--- config.mk ---
export PLATFORM = sky130hd
export DESIGN_NAME = uart_rx_monitor
export DESIGN_NICKNAME = d
export VERILOG_FILES = /design/src/rtl/uart_rx_monitor.sv
export SDC_FILE = /design/constraint.sdc
export NUM_CORES = 1
export LEC_CHECK = 0
export BUFFER_PORTS_ARGS = -buffer_cell sky130_fd_sc_hd__buf_4
export CORE_MARGIN = 3
export CORE_UTILIZATION = 40
export DETAILED_ROUTE_END_ITERATION = 8
export PLACE_DENSITY = 0.54
export SYNTH_ARGS = -nofsm -noshare
export SYNTH_HDL_FRONTEND = slang
export SYNTH_SLANG_ARGS = --single-unit
--- constraint.sdc ---
create_clock -name clk -period 2.75 [get_ports clk]
set_clock_uncertainty 0.15 [all_clocks]
set_input_delay 0.55 -clock clk [delete_from_list [all_inputs] [get_ports clk]]
set_output_delay 0.55 -clock clk [all_outputs]
set_load 0.005 [all_outputs]
--- src/rtl/uart_rx_monitor.sv ---
// 8N1 UART receiver: 2-FF synchronized input, mid-bit sampling, LSB first.
// Received bytes are held on rx_data/rx_valid until acknowledged with rd.
module uart_rx_monitor #(
    parameter int CLKS_PER_BIT = 868
) (
    input  logic       clk,
    input  logic       rst,
    input  logic       rx,
    input  logic       rd,
    output logic [7:0] rx_data,
    output logic       rx_valid,
    output logic       frame_err,
    output logic       overrun,
    output logic       busy
);

    localparam int CW = $clog2(CLKS_PER_BIT);
    localparam logic [CW-1:0] HALF_TC = CW'(CLKS_PER_BIT / 2 - 1);
    localparam logic [CW-1:0] FULL_TC = CW'(CLKS_PER_BIT - 1);

    typedef enum logic [1:0] {IDLE, START, DATA, STOP} state_t;

    state_t          state;
    state_t          state_next;
    logic            rx_meta;
    logic            rx_s;
    logic            rx_p;
    logic [CW-1:0]   cnt;
    logic [2:0]      bit_idx;
    logic [7:0]      shift;
    logic            load_pending;
    logic            half_hit;
    logic            full_hit;
    logic            sample_data;
    logic            sample_stop;

    assign half_hit = (cnt == HALF_TC);
    assign full_hit = (cnt == FULL_TC);

    // Sync chain resets to the idle (high) line level so no false start edge appears
    always_ff @(posedge clk or posedge rst) begin
        if (rst) begin
            rx_meta <= 1'b1;
            rx_s    <= 1'b1;
            rx_p    <= 1'b1;
        end else begin
            rx_meta <= rx;
            rx_s    <= rx_meta;
            rx_p    <= rx_s;
        end
    end

    always_ff @(posedge clk or posedge rst) begin
        if (rst) state <= IDLE;
        else     state <= state_next;
    end

    always_comb begin
        state_next = state;
        case (state)
            IDLE:  if (rx_p && !rx_s) state_next = START;
            START: if (half_hit) state_next = rx_s ? IDLE : DATA;
            DATA:  if (full_hit && (bit_idx == 3'd7)) state_next = STOP;
            STOP:  if (full_hit) state_next = IDLE;
            default: state_next = IDLE;
        endcase
    end

    always_comb begin
        busy        = (state != IDLE);
        sample_data = (state == DATA) && full_hit;
        sample_stop = (state == STOP) && full_hit;
    end

    // Counter restarts on every state change and after each data sample
    always_ff @(posedge clk or posedge rst) begin
        if (rst) begin
            cnt     <= '0;
            bit_idx <= 3'd0;
            shift   <= 8'h00;
        end else begin
            if ((state_next != state) || sample_data) cnt <= '0;
            else if (state != IDLE)                   cnt <= cnt + CW'(1);

            if (state != DATA)    bit_idx <= 3'd0;
            else if (sample_data) bit_idx <= bit_idx + 3'd1;

            if (sample_data) shift[bit_idx] <= rx_s;
        end
    end

    // A byte load takes priority over rd; rd in the load cycle only clears the old overrun
    always_ff @(posedge clk or posedge rst) begin
        if (rst) begin
            load_pending <= 1'b0;
            frame_err    <= 1'b0;
            rx_data      <= 8'h00;
            rx_valid     <= 1'b0;
            overrun      <= 1'b0;
        end else begin
            load_pending <= sample_stop && rx_s;
            frame_err    <= sample_stop && !rx_s;
            if (load_pending) begin
                rx_data  <= shift;
                rx_valid <= 1'b1;
                overrun  <= (rx_valid && !rd) || (overrun && !rd);
            end else if (rd) begin
                rx_valid <= 1'b0;
                overrun  <= 1'b0;
            end
        end
    end

endmodule

==> reports/results.txt, run 1 <==
After the first detailed-routing iteration, the DRC count stood at 69. Of the available clock period, the critical path in the final layout requires 75.5%. The worst path meets setup with 0.675 ns of slack. The logs give 0.00417 mm^2 for the area of the core and 2.05 ns for the required time reported for the critical path endpoint. The aggregate negative setup slack is 0 ns. Setup repair after global routing left no endpoint under its margin. The clock passes through at most 2 buffers. The logs give 164 for the synthesized netlist net count and 1.37 ns for the critical path arrival. For this run the aggregate overflow at the end of global routing stands at 0. In this run the core area contains 23 standard-cell rows. For this run, the slowest stage of the critical path takes 0.50 ns.

The run gives 19.1% as the global-route track usage on met1. Compared with the post-synthesis result, the final layout area differs by 14.8%. Measured along the x axis, the die boundary spans 73.0 um. Cell area power density: 658 mW/mm^2. The run gives 0 as the DRC violation count after routing. Global routing consumed, on the met2 layer, 21.8% of the routing resources. For the sequential element share of the synthesized area, the log shows 53.2%. For the slack of the worst reg-to-reg path, the log shows 0.72 ns.

The logs give 2 for the number of H-tree levels and 39 for the largest net degree at the start of global routing. Along the worst hold path, the cell count comes to 0. The tools report the number of fill cells in the layout as 385.

Hold repair after CTS inserted 0 buffers. Routability-driven placement finished with a final weighted congestion of 0.805. For the final cell utilization of the core, the log shows 49.4%. The run finished with clean final reports.

The effective utilization at floorplan is 43.0%. Final critical-path required period: 2.07 ns. After synthesis the cells add up to 0.00180 mm^2. For this design the static power due to leakage is 0.939 nW. TritonCTS built the clock tree. The buffers plus inverters on the worst setup path came out at 1.

Destination of the worst register-to-register timing path: shift[6]. The worst hold slack after final layout came out at 0.207 ns. The run gives 156 as the count of mapped cells out of synthesis. For the number of buffers added by the clock tree synthesis step, the log shows 5.

In the final design database the tool counted 182 nets. The busiest metal layer after global routing was met2. Prior to clock tree synthesis, the placed netlist has a worst setup slack of 0.721 ns. The number of top-level pins was 16. During synthesis, Yosys emitted a total of 0 warnings. The mean cell area of the mapped netlist was 11.5 um^2. Dividing the detail-routed wire length by the instance count gives 14.3 um. The count of TritonRoute iterations in the first routing pass is 4.

The global-route wire length before repair is 5840 um. The sum of routed wire length over all layers is 3220 um. In this run the tool buffered the top-level ports with 15 buffer cells.

The kind of cell with the highest combined delay along the critical path is flip-flops. Clock-pin slew was measured on the worst setup and hold paths at 0.07 ns. The tools report the sink count of the clock tree as 38. The worst vdd rail ir drop was 0.000421 V. The maximum clock frequency is 482 MHz. The worst setup path is captured at an output port. The final-report max-slew violation count is 0. After layout, the design draws a total of 1.36 mW. Synthesis inferred 38 register bits. The worst hold path belongs to the class flop to flop.

The worst setup path is of the flop to output port kind. In the layout the commonest cells are 35 x dfrtp_1, 18 x nor3_1, 16 x buf_4. The run gives 0 as the initial antenna violation count. Most common library cell in the layout ignoring fill and taps: dfrtp_1. Cells with a size suffix above 1 make up 29.7% of the layout.

The master cell of the clock root buffer is clkbuf_8. The repair_antennas step left the layout with diodes totalling 0. For the antenna violation net count after detailed routing, the log shows 0. In this run the most critical hold path is launched from rx_meta. The critical path goes through or2_2 > buf_4. Using the TritonRoute via totals, the vias-per-cell ratio works out to 5.22. The path depth of the worst reg2reg path works out to 5.

The logs give 0 for the hold violation total from the final report and 67.3% for the relative slew slack. At the pin with the least slew margin, the transition time is 0.491 ns. Global routing used 14.1% of the available tracks. The tools report the number of global-route vias before repair as 1249. The die is 73.0 um tall. The die covers 0.00533 mm^2.

The worst hold path terminates at rx_s. For the total setup violations reported at the end of the flow, the log shows 0. The buffer count from post-CTS setup fixing was 0; the latest clock arrival within the worst-skew pair was 0.28 ns. For met3 alone, demand over resource in global routing was 3.86%. For the number of max-cap violations, the log shows 0. After synthesis, the netlist uses 43 different library cells. After clock tree synthesis, the repair step resized 0 gates. STA classifies the critical path startpoint as a flop. Maximum fanout along the worst path: 12. The final route contains 1175 vias.

In this run the critical register-to-register path is launched from cnt[0]. The run gives 2270 um as the HPWL after detailed placement. For this design, the slowest cell found on the critical path is dfrtp_1.
## worst max-delay path by stage
stage          startpoint       end  depth (start not counted)
2_1_floorplan      cnt[1]    cnt[0]                          6
3_3_place_gp       cnt[0]  shift[6]                          5
3_5_place_dp       cnt[0]  shift[6]                          5
4_1_cts          state[1]      busy                          2
5_1_grt            cnt[0]  shift[6]                          5
6_report         state[1]      busy                          2
## power by group
part,switching (mW),internal (mW),total [mW]
Combinational,0.102,0.0975,0.199
Clock,0.193,0.267,0.460
Sequential,0.0814,0.616,0.698
Total,0.376,0.981,1.36
## synthesized netlist by cell type
cell       instances  area share [%]
dfstp_2            3             4.4
nor3b_2            1            0.70
o31ai_1            1            0.42
o31ai_2            1            0.70
nor2_1             7             1.5
o311ai_1           1            0.49
nand3b_1           1            0.42
dfrtp_1           35              49
nand4b_2           1            0.84
nor4_1             2            0.70
a21o_1             1            0.42
or3_1              1            0.35
nor3_1            18             5.0
a21oi_4            1            0.91
a2111oi_2          1            0.84
and4bb_4           1            0.91
nor3b_1            1            0.42
nand4_1            4             1.4
o211ai_1           1            0.42
a22o_1             1            0.49
nand2b_1           1            0.35
and3_1             1            0.35
nor2b_1            3             1.0
and2_2             1            0.42
ha_1               4             2.8
mux2_2            13             8.2
o21ai_0            3            0.84
or2_2              1            0.35
nand3_1            5             1.4
or3b_2             1            0.49
or4_4              1            0.63
xnor2_1            7             3.4
xor2_1             3             1.5
inv_1              8             1.7
a21oi_1            3            0.84
nand2_1            8             1.7
buf_4              1            0.42
nand3_2            1            0.56
buf_2              2            0.56
clkbuf_1           2            0.42
a21oi_2            1            0.49
o21a_1             1            0.42
mux2_1             2             1.3
## per-stage QoR
stage,instances,instance area [um^2]
final,225,2060
after global routing,225,2060
after CTS,225,2060
after detailed placement,217,1950
after global placement,217,1950
after floorplan,156,1800
## state kept, by name, indices dropped and copies added (netlist names)
signal        flops
load_pending      1
rx_s              1
frame_err         1
rx_meta           1
state             2
rx_data           8
rx_valid          1
rx_p              1
overrun           1
cnt              10
shift             8
bit_idx           3
## worst register-to-register path, stage by stage (launching register included)
cell	delay, ns
dfrtp_1	0.43
ha_1	0.21
and4bb_4	0.28
nand4_1	0.20
nor3_1	0.29
mux2_2	0.37
## kinds of logic after synthesis
kind of cell               share of synthesized area [%]
AOI/OAI and AO/OA                                   7.25
xor gates and xnor gates                            4.88
adders and majority gates                           2.79
buffers and inverters                               3.07
DFF                                                 53.2
muxes                                               9.41
and+or+nand+nor                                     19.4
## per-layer routing
layer  routed length, um  part of all wire (%)
met5                   0                     0
met4                  22                  0.68
met3                 139                   4.3
met2                1490                    46
met1                1570                    49
## area by class of cell
| type | count | area (um^2) | share of cell area [%] |
|---|---|---|---|
| tap | 50 | 62.6 | 3.03 |
| sequential | 38 | 955 | 46.3 |
| inverter | 8 | 30.0 | 1.46 |
| clock buffer | 5 | 68.8 | 3.34 |
| clock inverter | 3 | 40.0 | 1.94 |
| timing repair buffer | 16 | 120 | 5.83 |
| multi-input combinational | 105 | 786 | 38.1 |
(Power assumes the default switching activity.)
==> run 2, diff against run 1 <==
--- a/config.mk
+++ b/config.mk
@@ -9,7 +9,7 @@
 export CORE_MARGIN = 3
 export CORE_UTILIZATION = 40
 export DETAILED_ROUTE_END_ITERATION = 8
-export PLACE_DENSITY = 0.54
+export PLACE_DENSITY = 0.56
 export SYNTH_ARGS = -nofsm -noshare
 export SYNTH_HDL_FRONTEND = slang
 export SYNTH_SLANG_ARGS = --single-unit
==> constraint.sdc (replaced) <==
create_clock -name clk -period 1.8 [get_ports clk]
set_clock_uncertainty 0.15 [all_clocks]
set_input_delay 0.36 -clock clk [delete_from_list [all_inputs] [get_ports clk]]
set_output_delay 0.36 -clock clk [all_outputs]
set_load 0.005 [all_outputs]
==> reports/results.txt, run 2 (synthesized netlist as in run 1, its figures left out) <==
Cells fill 56.3% of the core in the end. Leaving out fill and tap cells, the most frequent cell in the layout is buf_4. Setup repair after global routing could not meet its margin everywhere. STA puts the critical path data arrival time at 1.92 ns.

In the final design database the tool counted 211 nets. The critical path in this run is classified as flop to flop. CTS placed an instance of clkbuf_8 at the clock tree root.

The largest registers in the layout are cnt: 10 flops, rx_data: 8 flops, shift: 8 flops. The tool flagged a number of max-cap violations equal to 0. The final-report max-slew violation count is 0.

The post-route netlist has 45.6% of its cells at a drive strength greater than 1. The register with the most flip-flops in the final layout is cnt. The area growth from synthesis to layout is 30.8%. The largest net degree at the start of global routing is 39. The worst setup path is captured at a flop.

The final antenna diode count is 0. Leaving out fill and tap cells, the most frequent cells in the layout are 43 x buf_4, 35 x dfrtp_1, 14 x nor3_1. Number of H-tree levels: 2.

For the maximum clock frequency, the log shows 527 MHz. The portion of the clock cycle consumed by the worst path in the final layout is 105%, and the area of the multi-input gates is 872 um^2. The run finished, with violations left.

The number of global-route vias before repair came out at 1405. TritonCTS built the clock tree. The tools report the hold violation total from the final report as 0. The logs give 0 for the residual overflow from global routing and 4 for the count of TritonRoute iterations in the first routing pass. The cell area power density came out at 938 mW/mm^2. The number of vias per cell after detailed routing was 5.33; the total setup violations reported at the end of the flow was 13.

The run gives 1.08 nW as the leakage power total. After routing, the total negative slack on setup checks comes to -0.877 ns. The detail route stage leaves a number of antenna-violating nets equal to 0. During placement, the flow inserted port buffers numbering 15. The tools report the global-route wire length before repair as 6740 um. The maximum fanout along the worst path is 5, and the final estimated routing congestion in global placement is 0.846. The register with the most flip-flops in the layout has 10 of them. STA classifies the critical path startpoint as a flop. In this run, CTS created clock tree buffers numbering 5. The die is 73.0 um wide.

The checks that failed: setup timing. The run gives 23 as the total number of placement rows. The total area inside the core boundary comes to 0.00417 mm^2.

The clock net in this run drives a total of 38 sinks. The run gives 16.4% as the all-layer global routing usage. The detailed router finished its first iteration with 108 violations. The tools report the HPWL after detailed placement as 2680 um. The logs give 0.29 ns for the latest clock arrival within the worst-skew pair and 0 for the initial antenna violation count.

Summing over every cut layer, the via total after detailed routing is 1353. After detailed routing, the average wire length per cell comes to 15.4 um. The height of the chip is 73.0 um. Across the whole layout, storage elements account for 955 um^2.

Across all hold checks on the routed design, the worst slack comes to 0.0237 ns. The required time reported for the critical path endpoint came out at 1.82 ns. The path class of the tightest hold or removal check is input pin to flop. Measured against its own limit, the worst slew margin works out to 68.4%. The clock-pin slew on the worst setup and hold paths was 0.08 ns. The worst-case IR drop observed on VDD is 0.000755 V.

For the overall die area, the log shows 0.00533 mm^2. For the pin with the worst max-slew slack, the measured transition is 0.475 ns. For this design the top-level I/O count stands at 16. Wires add up to 3900 um. Number of fill cells in the layout: 353. The logs give 43.0% for the effective utilization at floorplan and 2 for the maximum clock path buffer count. After detailed routing, the number of remaining DRC violations is 0. Subtracting the final worst setup slack from the clock period gives 1.90 ns. The run gives -0.0961 ns as the worst-case setup margin in the final layout.
-- run 2: metrics by stage --
| step | setup WS (ns) | std cells | power [mW] | instance area, um^2 |
|---|---|---|---|---|
| 6_report | -0.0961 | 254 | 2.20 | 2350 |
| 5_1_grt | -0.188 | 254 | 2.33 | 2350 |
| 4_1_cts | -0.127 | 249 | 2.19 | 2290 |
| 3_5_place_dp | -0.162 | 238 | 1.55 | 2120 |
| 3_3_place_gp | -0.0804 | 238 | 1.52 | 2120 |
| 2_1_floorplan | -0.00764 | 156 | 1.31 | 1800 |
-- run 2: path summary, 6_finish.rpt --
kind	from	end	slack (ns)	cells after the start
hold / removal	rx	rx_meta	0.02	1
setup / recovery	cnt[1]	cnt[5]	-0.1	6
setup reg to reg	cnt[1]	cnt[5]	-0.1	6
hold reg to reg	rx_meta	rx_s	0.21	0
min in group asynchronous	rst	cnt[6]	0.03	3
max in group asynchronous	rst	rx_p	1.12	3
-- run 2: layout make-up --
| class | instances | share of cell area, % |
|---|---|---|
| Inverter | 8 | 1.28 |
| Timing Repair Buffer | 44 | 14.2 |
| Clock buffer | 6 | 3.52 |
| Sequential cell | 38 | 40.7 |
| Clock inverter | 2 | 0.533 |
| Multi-Input combinational cell | 106 | 37.1 |
| Tap cell | 50 | 2.66 |
-- run 2: report_power, final --
group	switching [mW]	internal, mW
clock network	0.306	0.308
registers	0.0715	0.942
logic	0.284	0.291
-- run 2: worst max-delay path, stage by stage, from the launching register on --
cell      delay, ns
dfrtp_1        0.41
inv_1          0.08
ha_2           0.18
nand4b_4       0.11
or4_4          0.54
a21oi_4        0.22
nor3_1         0.08
-- run 2: routing by layer --
| layer | up-vias | GRT usage [%] | wire [um] |
|---|---|---|---|
| li1 | 645 | - | - |
| met1 | 679 | 24.0 | 1880 |
| met2 | 25 | 23.3 | 1800 |
| met3 | 4 | 4.41 | 175 |
| met4 | 0 | 5.53 | 49 |
| met5 | - | 0 | 0 |
-- run 2: what timing repair did --
action	in CTS	in global routing
gates resized for setup	11	7
pin swaps	7	5
endpoints found under the setup margin	18	18
buffers inserted	2	5
gates cloned	1	0
hold buffers	0	0
==> run 3, diff against run 2 <==
--- a/config.mk
+++ b/config.mk
@@ -10,6 +10,7 @@
 export CORE_UTILIZATION = 40
 export DETAILED_ROUTE_END_ITERATION = 8
 export PLACE_DENSITY = 0.56
+export RECOVER_POWER = 50
 export SYNTH_ARGS = -nofsm -noshare
 export SYNTH_HDL_FRONTEND = slang
 export SYNTH_SLANG_ARGS = --single-unit
==> reports/results.txt, run 3 (synthesized netlist as in run 1, its figures left out) <==
The floorplan has 23 rows. The tools report the number of top-level pins as 16. The run finished, with violations left.

The setup path with the least slack is of type flop to flop. The tools report the critical path arrival as 1.92 ns. Clock latency on the worst-skew pair, taken at its later pin, is 0.29 ns. For the maximum clock path buffer count, the log shows 2.

The tools report the initial antenna violation count as 0. Dividing the detail-routed wire length by the instance count gives 15.4 um. Cell internal power was estimated by the tool at 1.54 mW. The clock-pin slew on the worst setup and hold paths came out at 0.08 ns. The die covers 0.00533 mm^2.

The number of vias per cell after detailed routing was 5.31. The fraction of layout instances using a drive strength above 1 works out to 45.6%. Setup repair after global routing could not meet its margin everywhere. The run gives -0.870 ns as the aggregate negative setup slack.

The category of the worst setup path capture point is a flop. The number of max-cap violations came out at 0. The final-report max-slew violation count was 0.

Worst hold slack after final layout: 0.0249 ns. Class of the tightest hold or removal check: input pin to flop. The tools report the final non-filler cell total as 254.

The tools report the maximum clock frequency as 528 MHz. The register with the most flip-flops in the layout has 10 of them. For the worst-case setup margin in the final layout, the log shows -0.0953 ns. STA classifies the critical path startpoint as a flop. The run gives -0.162 ns as the worst setup slack after placement. Global routing used 16.4% of the available tracks across all layers. In this run the number of H-tree levels came out at 2. For the net total in the final layout, the log shows 211.

Leaving out fill and tap cells, the most frequent cells in the layout are 40 x buf_4, 35 x dfrtp_1, 14 x nor3_1. Worst min-delay path startpoint: rx. After filler insertion, the fill cell instance count of the layout stands at 353. The worst path in the final design needs a cycle of 1.90 ns, including I/O delays and setup. The HPWL after detailed placement is 2680 um.

The tools report the worst setup path startpoint as cnt[1]. Net switching is 30.1% of the power. Summed over all cells, the static leakage comes to 1.08 nW. Worst reg2reg path startpoint: cnt[1]. At the end of routability-driven placement, the weighted congestion stood at 0.846. For the sink count of the clock tree, the log shows 38. Setup violations remaining at the end of the flow were counted as 13.

The die width works out to 73.0 um. The root buffer cell chosen for the clock tree is clkbuf_8. The clock network burns 27.9% of the power. Cells fill 56.2% of the core in the end. In this run the power spent charging and discharging nets is 0.663 mW. Residual overflow from global routing: 0. Summing over every cut layer, the via total after detailed routing is 1349. Number of global-route vias before repair: 1405.

The first detailed-routing pass took 4 iterations. The post-detailed-placement cell area came out at 0.00212 mm^2. The checks that failed: setup timing. After floorplanning, the core was sized to cover 0.00417 mm^2.

Most common library cell in the layout ignoring fill and taps: buf_4. The logs give 0 for the post-cts hold buffer count and 0.000764 V for the worst vdd rail ir drop. The design area is 0.00235 mm^2. In this run the remaining antenna-violating nets after routing total 0. Combinational group share of total power: 26.1%. Data on the critical path is required at its endpoint by 1.83 ns. In the final layout, the registers with the most flip-flops are cnt: 10 flops, rx_data: 8 flops, shift: 8 flops. The register ranked first by flip-flop count is cnt. The completed layout was analyzed and its total power is 2.20 mW. The area growth from synthesis to layout is 30.7%. The first global-routing pass estimated 6740 um of wire.

The transition time at the pin with the least slew margin is 0.931 ns, and the sum of routed wire length over all layers is 3910 um. The height of the chip is 73.0 um. Buffers placed on the I/O ports in this run total 15. In this run, the number of DRC markers left after iteration 0 of detailed routing was 108. In the routed design, unresolved DRC markers number 0.

In this run the tightest slew margin relative to its limit is 37.9%. The run gives 0 as the hold violation total from the final report. The repair_antennas step left the layout with diodes totalling 0. The number of buffers added by the clock tree synthesis step came out at 5.

TritonCTS built the clock tree. The cell area power density was 939 mW/mm^2. Once the floorplan was initialized, standard cells occupied 43.0% of the core. The total instance count after detailed placement is 238. In the finished design, the share of the clock period the worst path needs comes to 105%.

Entering global routing, the biggest net connects 39 pins. Of all nets on the critical path, the largest fanout is 5. Registers are responsible for 46.0% of the overall power.
run 3: changes by cell type in the layout (fill, tap and decap cells not counted), sizes merged:
cell / delta
buf: -3
clkbuf: +3
run 3: path summary, 6_finish.rpt:
check / depth (start not counted) / slack (ns) / endpoint
min in group asynchronous: 3 / 0.20 / cnt[6]
worst min register to register: 0 / 0.21 / rx_s
worst max register to register: 6 / -0.1 / cnt[5]
worst max-delay path: 6 / -0.1 / cnt[5]
worst min-delay path: 1 / 0.02 / rx_meta
max in group asynchronous: 3 / 0.73 / load_pending
run 3: metal layers:
layer / up-vias / track usage [%] / part of all wire, %
met5: - / 0 / 0
met4: 0 / 5.53 / 1.5
met3: 5 / 4.41 / 4.7
met2: 27 / 23.3 / 46
met1: 672 / 24.0 / 48
li1: 645 / - / -
run 3: area by class of cell:
type,count,area (um^2),area share [%]
Clock buffer,6,82.6,3.52
Clock inverter,2,12.5,0.533
Inverter,8,30.0,1.28
Multi-Input combinational cell,106,872,37.2
Sequential cell,38,955,40.7
Tap cell,50,62.6,2.67
Timing Repair Buffer,44,332,14.1
run 3: what timing repair did:
item | CTS | global route
buffers inserted | 2 | 5
setup endpoints to repair | 18 | 18
cloned | 1 | 0
pin swaps | 7 | 5
gates resized for setup | 11 | 7
run 3: critical path, stage by stage, from the launching register on:
cell and delay, ns:
dfrtp_1 0.41, inv_1 0.08, ha_2 0.18, nand4b_4 0.11, or4_4 0.54, a21oi_4 0.22, nor3_1 0.08
run 3: power by group through the flow:
stage | Clock [mW] | Sequential [mW] | Combinational (mW)
floorplan | 0 | 1.05 | 0.264
global placement | 0 | 1.02 | 0.508
detailed placement | 0 | 1.02 | 0.531
CTS | 0.629 | 1.01 | 0.553
global route | 0.677 | 1.02 | 0.633
finish | 0.615 | 1.01 | 0.574
